--- src/rtl/xc_lsu_pkg.sv ---
// Shared encodings for the XCrypto scaled-indexed load/store stage.
package xc_lsu_pkg;

    localparam int unsigned LSU_XLEN = 32;
    localparam int unsigned CAUSE_W  = 6;

    // Access size encodings as presented by decode
    localparam logic [1:0] SZ_B = 2'd0;
    localparam logic [1:0] SZ_H = 2'd1;
    localparam logic [1:0] SZ_W = 2'd2;

    // Store bus error has no override parameter
    localparam logic [CAUSE_W-1:0] CAUSE_BUS_ERR_ST = 6'd7;

    typedef enum logic [1:0] {
        ST_IDLE,
        ST_REQ,
        ST_WAIT,
        ST_RESP
    } lsu_state_e;

    // Size code 3 is illegal and behaves as a word access
    function automatic logic [1:0] norm_size(input logic [1:0] sz);
        return (sz == 2'd3) ? SZ_W : sz;
    endfunction

endpackage

--- src/rtl/xc_lsu_align.sv ---
// Alignment check, byte strobes and lane steering for load/store data.
module xc_lsu_align
    import xc_lsu_pkg::*;
(
    input  logic [1:0]          size,
    input  logic [1:0]          addr_lo,
    input  logic                ld_signed,
    input  logic [LSU_XLEN-1:0] st_data,
    input  logic [LSU_XLEN-1:0] ld_raw,
    output logic                misaligned,
    output logic [3:0]          strb,
    output logic [LSU_XLEN-1:0] st_lane,
    output logic [LSU_XLEN-1:0] ld_data
);

    logic [4:0]          lane_shift;
    logic [LSU_XLEN-1:0] ld_shifted;

    // Shift data to/from its byte lane, then size-check and extend
    always_comb begin
        lane_shift = {addr_lo, 3'b000};
        st_lane    = st_data << lane_shift;
        ld_shifted = ld_raw >> lane_shift;
        misaligned = 1'b0;
        strb       = 4'b1111;
        ld_data    = ld_shifted;
        case (size)
            SZ_B: begin
                strb    = 4'b0001 << addr_lo;
                ld_data = {{24{ld_signed & ld_shifted[7]}}, ld_shifted[7:0]};
            end
            SZ_H: begin
                misaligned = addr_lo[0];
                strb       = 4'b0011 << {addr_lo[1], 1'b0};
                ld_data    = {{16{ld_signed & ld_shifted[15]}}, ld_shifted[15:0]};
            end
            default: begin
                misaligned = (addr_lo != 2'b00);
            end
        endcase
    end

endmodule

--- src/rtl/xc_lsu_idx.sv ---
// Memory-access stage for xc.ldr.* / xc.str.*: address = rs1 + (rs2 << size),
// one outstanding bus transaction, registered result to retire.
module xc_lsu_idx
    import xc_lsu_pkg::*;
#(
    parameter int unsigned XLEN                  = LSU_XLEN,
    parameter int unsigned TRAP_CODE_MISALIGN_LD = 4,
    parameter int unsigned TRAP_CODE_MISALIGN_ST = 6,
    parameter int unsigned TRAP_CODE_BUS_ERR_LD  = 5
) (
    input  logic                g_clk,
    input  logic                g_reset,
    input  logic                s_valid,
    output logic                s_ready,
    input  logic                s_store,
    input  logic [1:0]          s_size,
    input  logic                s_signed,
    input  logic [XLEN-1:0]     s_rs1,
    input  logic [XLEN-1:0]     s_rs2,
    input  logic [XLEN-1:0]     s_rs3,
    input  logic [4:0]          s_rd,
    output logic                dmem_req,
    input  logic                dmem_gnt,
    output logic                dmem_wen,
    output logic [3:0]          dmem_strb,
    output logic [XLEN-1:0]     dmem_addr,
    output logic [XLEN-1:0]     dmem_wdata,
    input  logic                dmem_recv,
    input  logic                dmem_error,
    input  logic [XLEN-1:0]     dmem_rdata,
    output logic                m_valid,
    input  logic                m_ready,
    output logic [4:0]          m_rd,
    output logic [XLEN-1:0]     m_wdata,
    output logic                m_trap,
    output logic [CAUSE_W-1:0]  m_cause,
    output logic [XLEN-1:0]     m_addr
);

    lsu_state_e          state_q, state_d;
    logic                store_q, store_d;
    logic [1:0]          size_q, size_d;
    logic                signed_q, signed_d;
    logic [4:0]          rd_q, rd_d;
    logic [XLEN-1:0]     addr_q, addr_d;

    logic                s_ready_q, s_ready_d;
    logic                dmem_req_q, dmem_req_d;
    logic                dmem_wen_q, dmem_wen_d;
    logic [3:0]          dmem_strb_q, dmem_strb_d;
    logic [XLEN-1:0]     dmem_addr_q, dmem_addr_d;
    logic [XLEN-1:0]     dmem_wdata_q, dmem_wdata_d;
    logic                m_valid_q, m_valid_d;
    logic [4:0]          m_rd_q, m_rd_d;
    logic [XLEN-1:0]     m_wdata_q, m_wdata_d;
    logic                m_trap_q, m_trap_d;
    logic [CAUSE_W-1:0]  m_cause_q, m_cause_d;
    logic [XLEN-1:0]     m_addr_q, m_addr_d;

    logic [1:0]          in_size;
    logic [XLEN-1:0]     addr_byte;
    logic [1:0]          fmt_size;
    logic [1:0]          fmt_lo;
    logic                fmt_mis;
    logic [3:0]          fmt_strb;
    logic [XLEN-1:0]     fmt_wdata;
    logic [XLEN-1:0]     fmt_ldata;
    logic                take_resp;

    // Effective address; formatter sees live operands in IDLE, latched ones after
    always_comb begin
        in_size   = norm_size(s_size);
        addr_byte = s_rs1 + (s_rs2 << in_size);
        fmt_size  = (state_q == ST_IDLE) ? in_size : size_q;
        fmt_lo    = (state_q == ST_IDLE) ? addr_byte[1:0] : addr_q[1:0];
    end

    xc_lsu_align u_align (
        .size       (fmt_size),
        .addr_lo    (fmt_lo),
        .ld_signed  (signed_q),
        .st_data    (s_rs3),
        .ld_raw     (dmem_rdata),
        .misaligned (fmt_mis),
        .strb       (fmt_strb),
        .st_lane    (fmt_wdata),
        .ld_data    (fmt_ldata)
    );

    // Next-state and next-output logic
    always_comb begin
        state_d      = state_q;
        store_d      = store_q;
        size_d       = size_q;
        signed_d     = signed_q;
        rd_d         = rd_q;
        addr_d       = addr_q;
        dmem_req_d   = dmem_req_q;
        dmem_wen_d   = dmem_wen_q;
        dmem_strb_d  = dmem_strb_q;
        dmem_addr_d  = dmem_addr_q;
        dmem_wdata_d = dmem_wdata_q;
        m_valid_d    = m_valid_q;
        m_rd_d       = m_rd_q;
        m_wdata_d    = m_wdata_q;
        m_trap_d     = m_trap_q;
        m_cause_d    = m_cause_q;
        m_addr_d     = m_addr_q;
        take_resp    = 1'b0;

        case (state_q)
            ST_IDLE: begin
                if (s_valid) begin
                    store_d  = s_store;
                    size_d   = in_size;
                    signed_d = s_signed;
                    rd_d     = s_rd;
                    addr_d   = addr_byte;
                    if (fmt_mis) begin
                        state_d   = ST_RESP;
                        m_valid_d = 1'b1;
                        m_trap_d  = 1'b1;
                        m_cause_d = s_store ? CAUSE_W'(TRAP_CODE_MISALIGN_ST)
                                            : CAUSE_W'(TRAP_CODE_MISALIGN_LD);
                        m_rd_d    = 5'd0;
                        m_wdata_d = '0;
                        m_addr_d  = addr_byte;
                    end else begin
                        state_d      = ST_REQ;
                        dmem_req_d   = 1'b1;
                        dmem_wen_d   = s_store;
                        dmem_addr_d  = {addr_byte[XLEN-1:2], 2'b00};
                        dmem_strb_d  = s_store ? fmt_strb : 4'b1111;
                        dmem_wdata_d = s_store ? fmt_wdata : '0;
                    end
                end
            end
            ST_REQ: begin
                if (dmem_gnt) begin
                    dmem_req_d   = 1'b0;
                    dmem_wen_d   = 1'b0;
                    dmem_strb_d  = 4'b0000;
                    dmem_addr_d  = '0;
                    dmem_wdata_d = '0;
                    state_d      = ST_WAIT;
                    take_resp    = dmem_recv;
                end
            end
            ST_WAIT: begin
                take_resp = dmem_recv;
            end
            ST_RESP: begin
                if (m_ready) begin
                    state_d   = ST_IDLE;
                    m_valid_d = 1'b0;
                    m_rd_d    = 5'd0;
                    m_wdata_d = '0;
                    m_trap_d  = 1'b0;
                    m_cause_d = '0;
                    m_addr_d  = '0;
                end
            end
            default: begin
                state_d = ST_IDLE;
            end
        endcase

        // Bus response captured into the result registers
        if (take_resp) begin
            state_d   = ST_RESP;
            m_valid_d = 1'b1;
            m_addr_d  = addr_q;
            m_trap_d  = dmem_error;
            if (dmem_error) begin
                m_cause_d = store_q ? CAUSE_BUS_ERR_ST : CAUSE_W'(TRAP_CODE_BUS_ERR_LD);
                m_rd_d    = 5'd0;
                m_wdata_d = '0;
            end else begin
                m_cause_d = '0;
                m_rd_d    = store_q ? 5'd0 : rd_q;
                m_wdata_d = store_q ? '0 : fmt_ldata;
            end
        end

        s_ready_d = (state_d == ST_IDLE);
    end

    // State and output registers with synchronous reset
    always_ff @(posedge g_clk) begin
        if (g_reset) begin
            state_q      <= ST_IDLE;
            store_q      <= 1'b0;
            size_q       <= SZ_B;
            signed_q     <= 1'b0;
            rd_q         <= 5'd0;
            addr_q       <= '0;
            s_ready_q    <= 1'b1;
            dmem_req_q   <= 1'b0;
            dmem_wen_q   <= 1'b0;
            dmem_strb_q  <= 4'b0000;
            dmem_addr_q  <= '0;
            dmem_wdata_q <= '0;
            m_valid_q    <= 1'b0;
            m_rd_q       <= 5'd0;
            m_wdata_q    <= '0;
            m_trap_q     <= 1'b0;
            m_cause_q    <= '0;
            m_addr_q     <= '0;
        end else begin
            state_q      <= state_d;
            store_q      <= store_d;
            size_q       <= size_d;
            signed_q     <= signed_d;
            rd_q         <= rd_d;
            addr_q       <= addr_d;
            s_ready_q    <= s_ready_d;
            dmem_req_q   <= dmem_req_d;
            dmem_wen_q   <= dmem_wen_d;
            dmem_strb_q  <= dmem_strb_d;
            dmem_addr_q  <= dmem_addr_d;
            dmem_wdata_q <= dmem_wdata_d;
            m_valid_q    <= m_valid_d;
            m_rd_q       <= m_rd_d;
            m_wdata_q    <= m_wdata_d;
            m_trap_q     <= m_trap_d;
            m_cause_q    <= m_cause_d;
            m_addr_q     <= m_addr_d;
        end
    end

    assign s_ready    = s_ready_q;
    assign dmem_req   = dmem_req_q;
    assign dmem_wen   = dmem_wen_q;
    assign dmem_strb  = dmem_strb_q;
    assign dmem_addr  = dmem_addr_q;
    assign dmem_wdata = dmem_wdata_q;
    assign m_valid    = m_valid_q;
    assign m_rd       = m_rd_q;
    assign m_wdata    = m_wdata_q;
    assign m_trap     = m_trap_q;
    assign m_cause    = m_cause_q;
    assign m_addr     = m_addr_q;

endmodule

--- config.mk ---
export PLATFORM = sky130hd
export DESIGN_NAME = xc_lsu_idx
export DESIGN_NICKNAME = d
export VERILOG_FILES = /design/src/rtl/xc_lsu_pkg.sv /design/src/rtl/xc_lsu_align.sv /design/src/rtl/xc_lsu_idx.sv
export SDC_FILE = /design/constraint.sdc
export NUM_CORES = 1
export LEC_CHECK = 0
export BUFFER_PORTS_ARGS = -buffer_cell sky130_fd_sc_hd__buf_2
export CORE_ASPECT_RATIO = 0.5
export CORE_MARGIN = 4
export CORE_UTILIZATION = 38
export DETAILED_ROUTE_END_ITERATION = 7
export HOLD_SLACK_MARGIN = 0.02
export PLACE_DENSITY = 0.71
export SYNTH_ARGS = -nofsm -noshare
export SYNTH_HDL_FRONTEND = slang
export SYNTH_SLANG_ARGS = --single-unit
export TNS_END_PERCENT = 50
--- constraint.sdc ---
create_clock -name g_clk -period 6.5 [get_ports g_clk]
set_input_delay 0.65 -clock g_clk [delete_from_list [all_inputs] [get_ports g_clk]]
set_output_delay 0.65 -clock g_clk [all_outputs]
set_load 0.05 [all_outputs]
# [Word level (Yosys, flattened, before mapping)]
# Cells that the tools add are included.
[classes] div=0 bitwise_logic=2 mul=0 shift=5 n_eq_ne=11 n_addsub=1 n_lt_le_gt_ge=0 n_mux=66 reduce_logical=9
[ops] cell="32-bit two-way mux" n=15
[ops] cell="32-bit case mux with 2 select lines" n=5
[ops] cell="32-bit adder" n=1
[ops] cell="32-bit by 2-bit left shift with 32-bit output" n=1
[ops] cell="32-bit by 5-bit left shift with 32-bit output" n=1
[ops] cell="32-bit by 5-bit >> shifter with 32-bit output" n=1
[ops] cell="5-bit two-way mux" n=6
[ops] cell="6-bit two-way mux" n=4
[ops] cell="2-bit two-way mux" n=10
[ops] cell="4-bit two-way mux" n=4
[ops] cell="4-bit case mux with 2 select lines" n=2
[ops] cell="6-bit case mux with 2 select lines" n=1
[ops] cell="1-bit two-way mux" n=11
[ops] cell="1-bit case mux with 2 select lines" n=5
[ops] cell="5-bit case mux with 2 select lines" n=1
[ops] cell="3-bit inequality test (second input constant)" n=3
[ops] cell="4-bit AND reduction" n=2
[ops] cell="2-bit equality test (second input constant)" n=3
[ops] cell="2-bit logical NOT" n=3
[ops] cell="2-bit inequality test (second input constant)" n=3
[ops] cell="2-bit case mux with 3 select lines" n=1
[ops] cell="2-bit by 1-bit equality test with 1-bit output (second input constant)" n=2
[ops] cell="2-bit nonzero test" n=2
[ops] cell="1-bit by 2-bit left shift with 4-bit output (first input constant)" n=1
[ops] cell="other kinds (5)" n=6
[word_totals] out_inout_bits=148 in_bits=144 romBits=0 latch_bits=0 ramBits=0 elab_cells=112 memories=0 regBits=191

# [Logic depth before layout (Yosys ltp)]
[depth] word_depth=12 ltp_mapped=17 mapped_depth_nobuf=14

# [Cells and area by module]
# Synthesis repeated with hierarchy kept, for this count alone.
[hier_totals] hier_cells=1293 hier_area_um2=10416.2
[modules_own_cells] module="xc_lsu_idx" area_per_inst_um2=9148.8 n_inst=1 cells_each=1098 seq_area_each_um2=3703.6
[modules_own_cells] module="xc_lsu_align" area_per_inst_um2=1267.5 n_inst=1 cells_each=195 seq_area_each_um2=0.0

# [Worst setup path before layout]
# OpenSTA, ideal clock, no wires.
[synth_timing] path_type="input-to-reg" from="in s_size[0]" to="reg m_wdata_q[23] (netlist: m_wdata[23])" path_stages=14 path_buffers=3 setup_ps=128 required_ps=6372 arrival_ps=3939 path_slack_ps=2433 path_cell_list="buf_2 -> clkbuf_1 -> mux2i_1 -> or2_2 -> fa_1 -> a21oi_2 -> mux4_2 -> and3_1 -> buf_6 -> a31o_4 -> o21ai_4 -> nor2_1 -> a21oi_1 -> nor2_1"
[synth_between] elab_chain_cells=11 elab_cells_between_ends=19 classes_between="add/sub: 1; eq/ne: 3; shift: 2; mux: 8; bitwise: 2; reduce/logical: 3"
[synth_lines] item="start: declaration" line="xc_lsu_idx.sv:16" text="input logic [1:0] s_size,"
[synth_lines] item="2-bit equality test" line="xc_lsu_pkg.sv:24" text="return (sz == 2'd3) ? SZ_W : sz;"
[synth_lines] item="2-bit two-way mux (*)" line="xc_lsu_pkg.sv:24"
[synth_lines] item="32-bit by 2-bit left shift with 32-bit output" line="xc_lsu_idx.sv:73" text="addr_byte = s_rs1 + (s_rs2 << in_size);"
[synth_lines] item="32-bit adder" line="xc_lsu_idx.sv:73"
[synth_lines] item="2-bit two-way mux" line="xc_lsu_idx.sv:75" text="fmt_lo = (state_q == ST_IDLE) ? addr_byte[1:0] : addr_q[1:0];"
[synth_lines] item="32-bit by 5-bit >> shifter with 32-bit output" line="xc_lsu_align.sv:23" text="ld_shifted = ld_raw >> lane_shift;"
[synth_lines] item="1-bit AND, on equally long branches" line="xc_lsu_align.sv:35, xc_lsu_align.sv:30"
[synth_lines] item="32-bit case mux with 2 select lines" line="xc_lsu_align.sv:27" text="case (size)"
[synth_lines] item="32-bit two-way mux" line="xc_lsu_idx.sv:181" text="m_wdata_d = store_q ? '0 : fmt_ldata;"
[synth_lines] item="32-bit two-way mux" line="xc_lsu_idx.sv:174" text="if (dmem_error) begin"
[synth_lines] item="32-bit two-way mux" line="xc_lsu_idx.sv:169" text="if (take_resp) begin"
[synth_lines] item="end signal: assignment" line="xc_lsu_idx.sv:224" text="m_wdata_q <= m_wdata_d;"
[synth_lines] item="end: declaration" line="xc_lsu_idx.sv:55" text="logic [XLEN-1:0] m_wdata_q, m_wdata_d;"
# Every way passes the cells marked *; elsewhere a longest branch is shown, timed or not.
# A chain may end at the register's enable or synchronous reset.

# [Worst setup path after layout]
[layout_timing] from="in s_size[0]" to="reg m_wdata_q[31] (netlist: m_wdata[31])"
# Same word-level chain as after synthesis.

==> impl_metrics.tcl <==
set metrics [dict create \
    hold_class "register to register" \
    wl_met2_um 15900 \
    dpl_cell_area_sq_mm 0.0119 \
    gr-total-overflow 0 \
    cts-root-buf "clkbuf_16" \
    drt_iter0_markers 1138 \
    hpwl_um 25600 \
    insertion_delay_ps 430 \
    clkTransAtPathRegs_ps 70 \
    crit_required_ps 6770 \
    core_area_sq_mm 0.0266 \
    final_cell_mix "buf_2, nand2_1, dfxtp_1" \
    worst_setup_path_end_kind "register" \
    fillers 2730 \
    yosys_warnings 0 \
    slew_viol_final 0 \
    hp-start "addr_q[12]" \
    finalHoldViolCount 0 \
    final.setup_skew_ps 10.0 \
    num_vias 10700 \
    cp-start-kind "primary input" \
    htree_num_levels 4 \
    synth.area.top_cells "dfxtp_1, nand2_1, a21oi_1" \
    cts_hold_buf 0 \
    grt_pass1_wl_um 53600 \
    r2r-end "m_wdata[31]" \
    synth_edf_count 0 \
    synth_area_leader_cell "dfxtp_1" \
    die_area_sq_mm 0.0300 \
    grt_max_degree 94 \
    clk_path_buf_depth 2 \
    drive_gt1_frac 0.220 \
    min_period_ps 4230 \
    synth_seq_cells 185 \
    synth_flop_cell "dfxtp_1" \
    power.ir.vdd_worst_uv 239 \
    whs_path_depth 2 \
    synthToLayoutAreaGrowth_pct 21.4 \
    antenna_left 0 \
    cts.repair.resized 0 \
    route.detailed.drc 0 \
    cts_made_buffers 17 \
    firstDrtPassIters 6 \
    synth_cells 1359 \
    drt-met1-wl_um 15600 \
    fin_area_sq_mm 0.0125 \
    post_cts_buffers 0 \
    rows 42 \
    wl_um 34700 \
    start_util 0.388 \
    cts.sinks 185 \
    grt_pass1_vias 9717 \
    die_h_um 124 \
    power_density_mw_per_mm2 419 \
    reg2regPathDepth 11 \
    worstPathMaxFanout 36 \
    synthArstFlopShare 0 \
    dr_wl_met3_um 2110 \
    p_leak_nw 5.69 \
    synth_top_area_share 0.359 \
    synthDistinctLibCells 60 \
    ys_seq_area_frac 0.359 \
    drv_cap 0 \
    rsz0062_at_grt "no" \
    crit_type "primary input to register" \
    r2r_setup_slack_ps 2720 \
    vias_per_cell 5.48 \
    setup_viol 0 \
    relSlewSlack 0.247 \
    wire_per_inst_um 17.8 \
    cts_tree "built" \
    die_w_um 241 \
    grt_usage 0.220 \
    antenna_found_initial 3 \
    layout_commonest_cell "buf_2" \
    gp_congestion 0.909 \
    io_pins 292 \
    outcome "finished clean" \
    timing.rr.start "state_q[0]" \
    min_period_over_period 0.651 \
    clock.fmax_mhz 236 \
    synth_area_sq_mm 0.0103 \
    min_to "m_addr[12]" \
    setup_tns_ps 0 \
    crit_arrival_ps 4500 \
    highest_layer "met5" \
    port-buffer-count 286 \
    fin_nets 1769 \
    tightestPinTransition_ps 1130 \
    avgSynthCellArea_sq_um 7.59 \
]
[synthesized netlist by cell type, drive strengths merged, types with 2 or more instances]
cell    number
nand2      242
or4          2
clkbuf      73
ha          40
o21a         5
nand3b       5
nor4         3
nand3       48
or3          4
a22o         7
nand4b       2
o21ai       89
nor3        21
xor2        14
o21bai       6
nor2b        4
nand4       10
o22ai        3
a211oi       6
and2         3
o31ai        4
nand2b      15
inv         16
and3         8
a21o        12
a221oi       4
a31oi       19
xnor2       14
mux2i       67
a32oi       18
o32ai        5
a22oi       36
o211ai       7
nor2       159
a21oi      156
a222oi       5
dfxtp      185
buf         29
[state kept, by name (all words and copies together), names as in the netlist, 3 cells and up]
name	flops
addr_q	32
dmem_addr	30
dmem_strb	4
dmem_wdata	32
m_addr	32
m_cause	3
m_rd	5
m_wdata	32
rd_q	5
[cells by family after synthesis]
kind of cell / count (synthesis) / share of synthesized area
xor+xnor: 28 / 0.0238
flops: 185 / 0.359
fa+ha+maj: 41 / 0.0505
mux: 69 / 0.0683
simple gates: 528 / 0.219
buf+inv: 118 / 0.0483
compound gates: 389 / 0.231
other cells: 1 / 0.000364
[layout make-up]
type,instances,area [sq um],area share
Timing Repair Buffer,304,1570,0.125
Clock buffer,18,439,0.0351
Sequential cell,185,3700,0.296
Inverter,16,60.1,0.00480
Tap cell,352,440,0.0352
Antenna cell,2,5.00,0.000400
Clock inverter,14,159,0.0127
Multi-Input combinational cell,1060,6140,0.491
[where the power goes]
part | total [mW] | internal (mW) | switching [mW]
Clock | 1.05 | 0.557 | 0.497
Sequential | 1.49 | 1.36 | 0.135
Combinational | 2.70 | 0.728 | 1.97
[per-layer routing]
layer | global-route usage | vias up
met2 | 0.352 | 383
met5 | 0 | -
li1 | - | 5246
met4 | 0.0836 | 4
met1 | 0.299 | 4983
met3 | 0.0369 | 79
[critical path, stage by stage]
cell and delay (ps):
buf_2 70, buf_4 450, nor2_1 130, and2_1 190, ha_1 190, inv_1 80
fa_1 510, a21oi_2 150, buf_4 360, mux4_2 560, and3_1 290, a31o_4 270
o21ai_4 230, nor2_1 80, a21oi_1 120, nor2_1 70
[worst max path at each step]
stage	startpoint	to	slack, ps	cells after the start
6_report	s_size[0]	m_wdata[31]	2270	16
5_1_grt	s_size[1]	m_wdata[29]	2010	16
4_1_cts	s_size[0]	m_wdata[31]	2350	16
3_5_place_dp	s_size[0]	m_wdata[25]	1930	16
3_3_place_gp	s_size[0]	m_wdata[28]	2000	16
2_1_floorplan	s_size[0]	m_wdata[23]	2430	14
[metrics by stage]
stage	util	std cells	setup slack (ps)	total power, mW	hold slack [ps]
finish	0.471	1951	2270	5.24	453
global route	0.471	1950	2010	5.54	456
CTS	0.471	1949	2350	5.24	436
detailed placement	0.448	1917	1930	4.19	443
global placement	0.448	1917	2000	4.16	437
floorplan	-	1363	2430	3.47	425
Power figures use the tool's default switching activity.
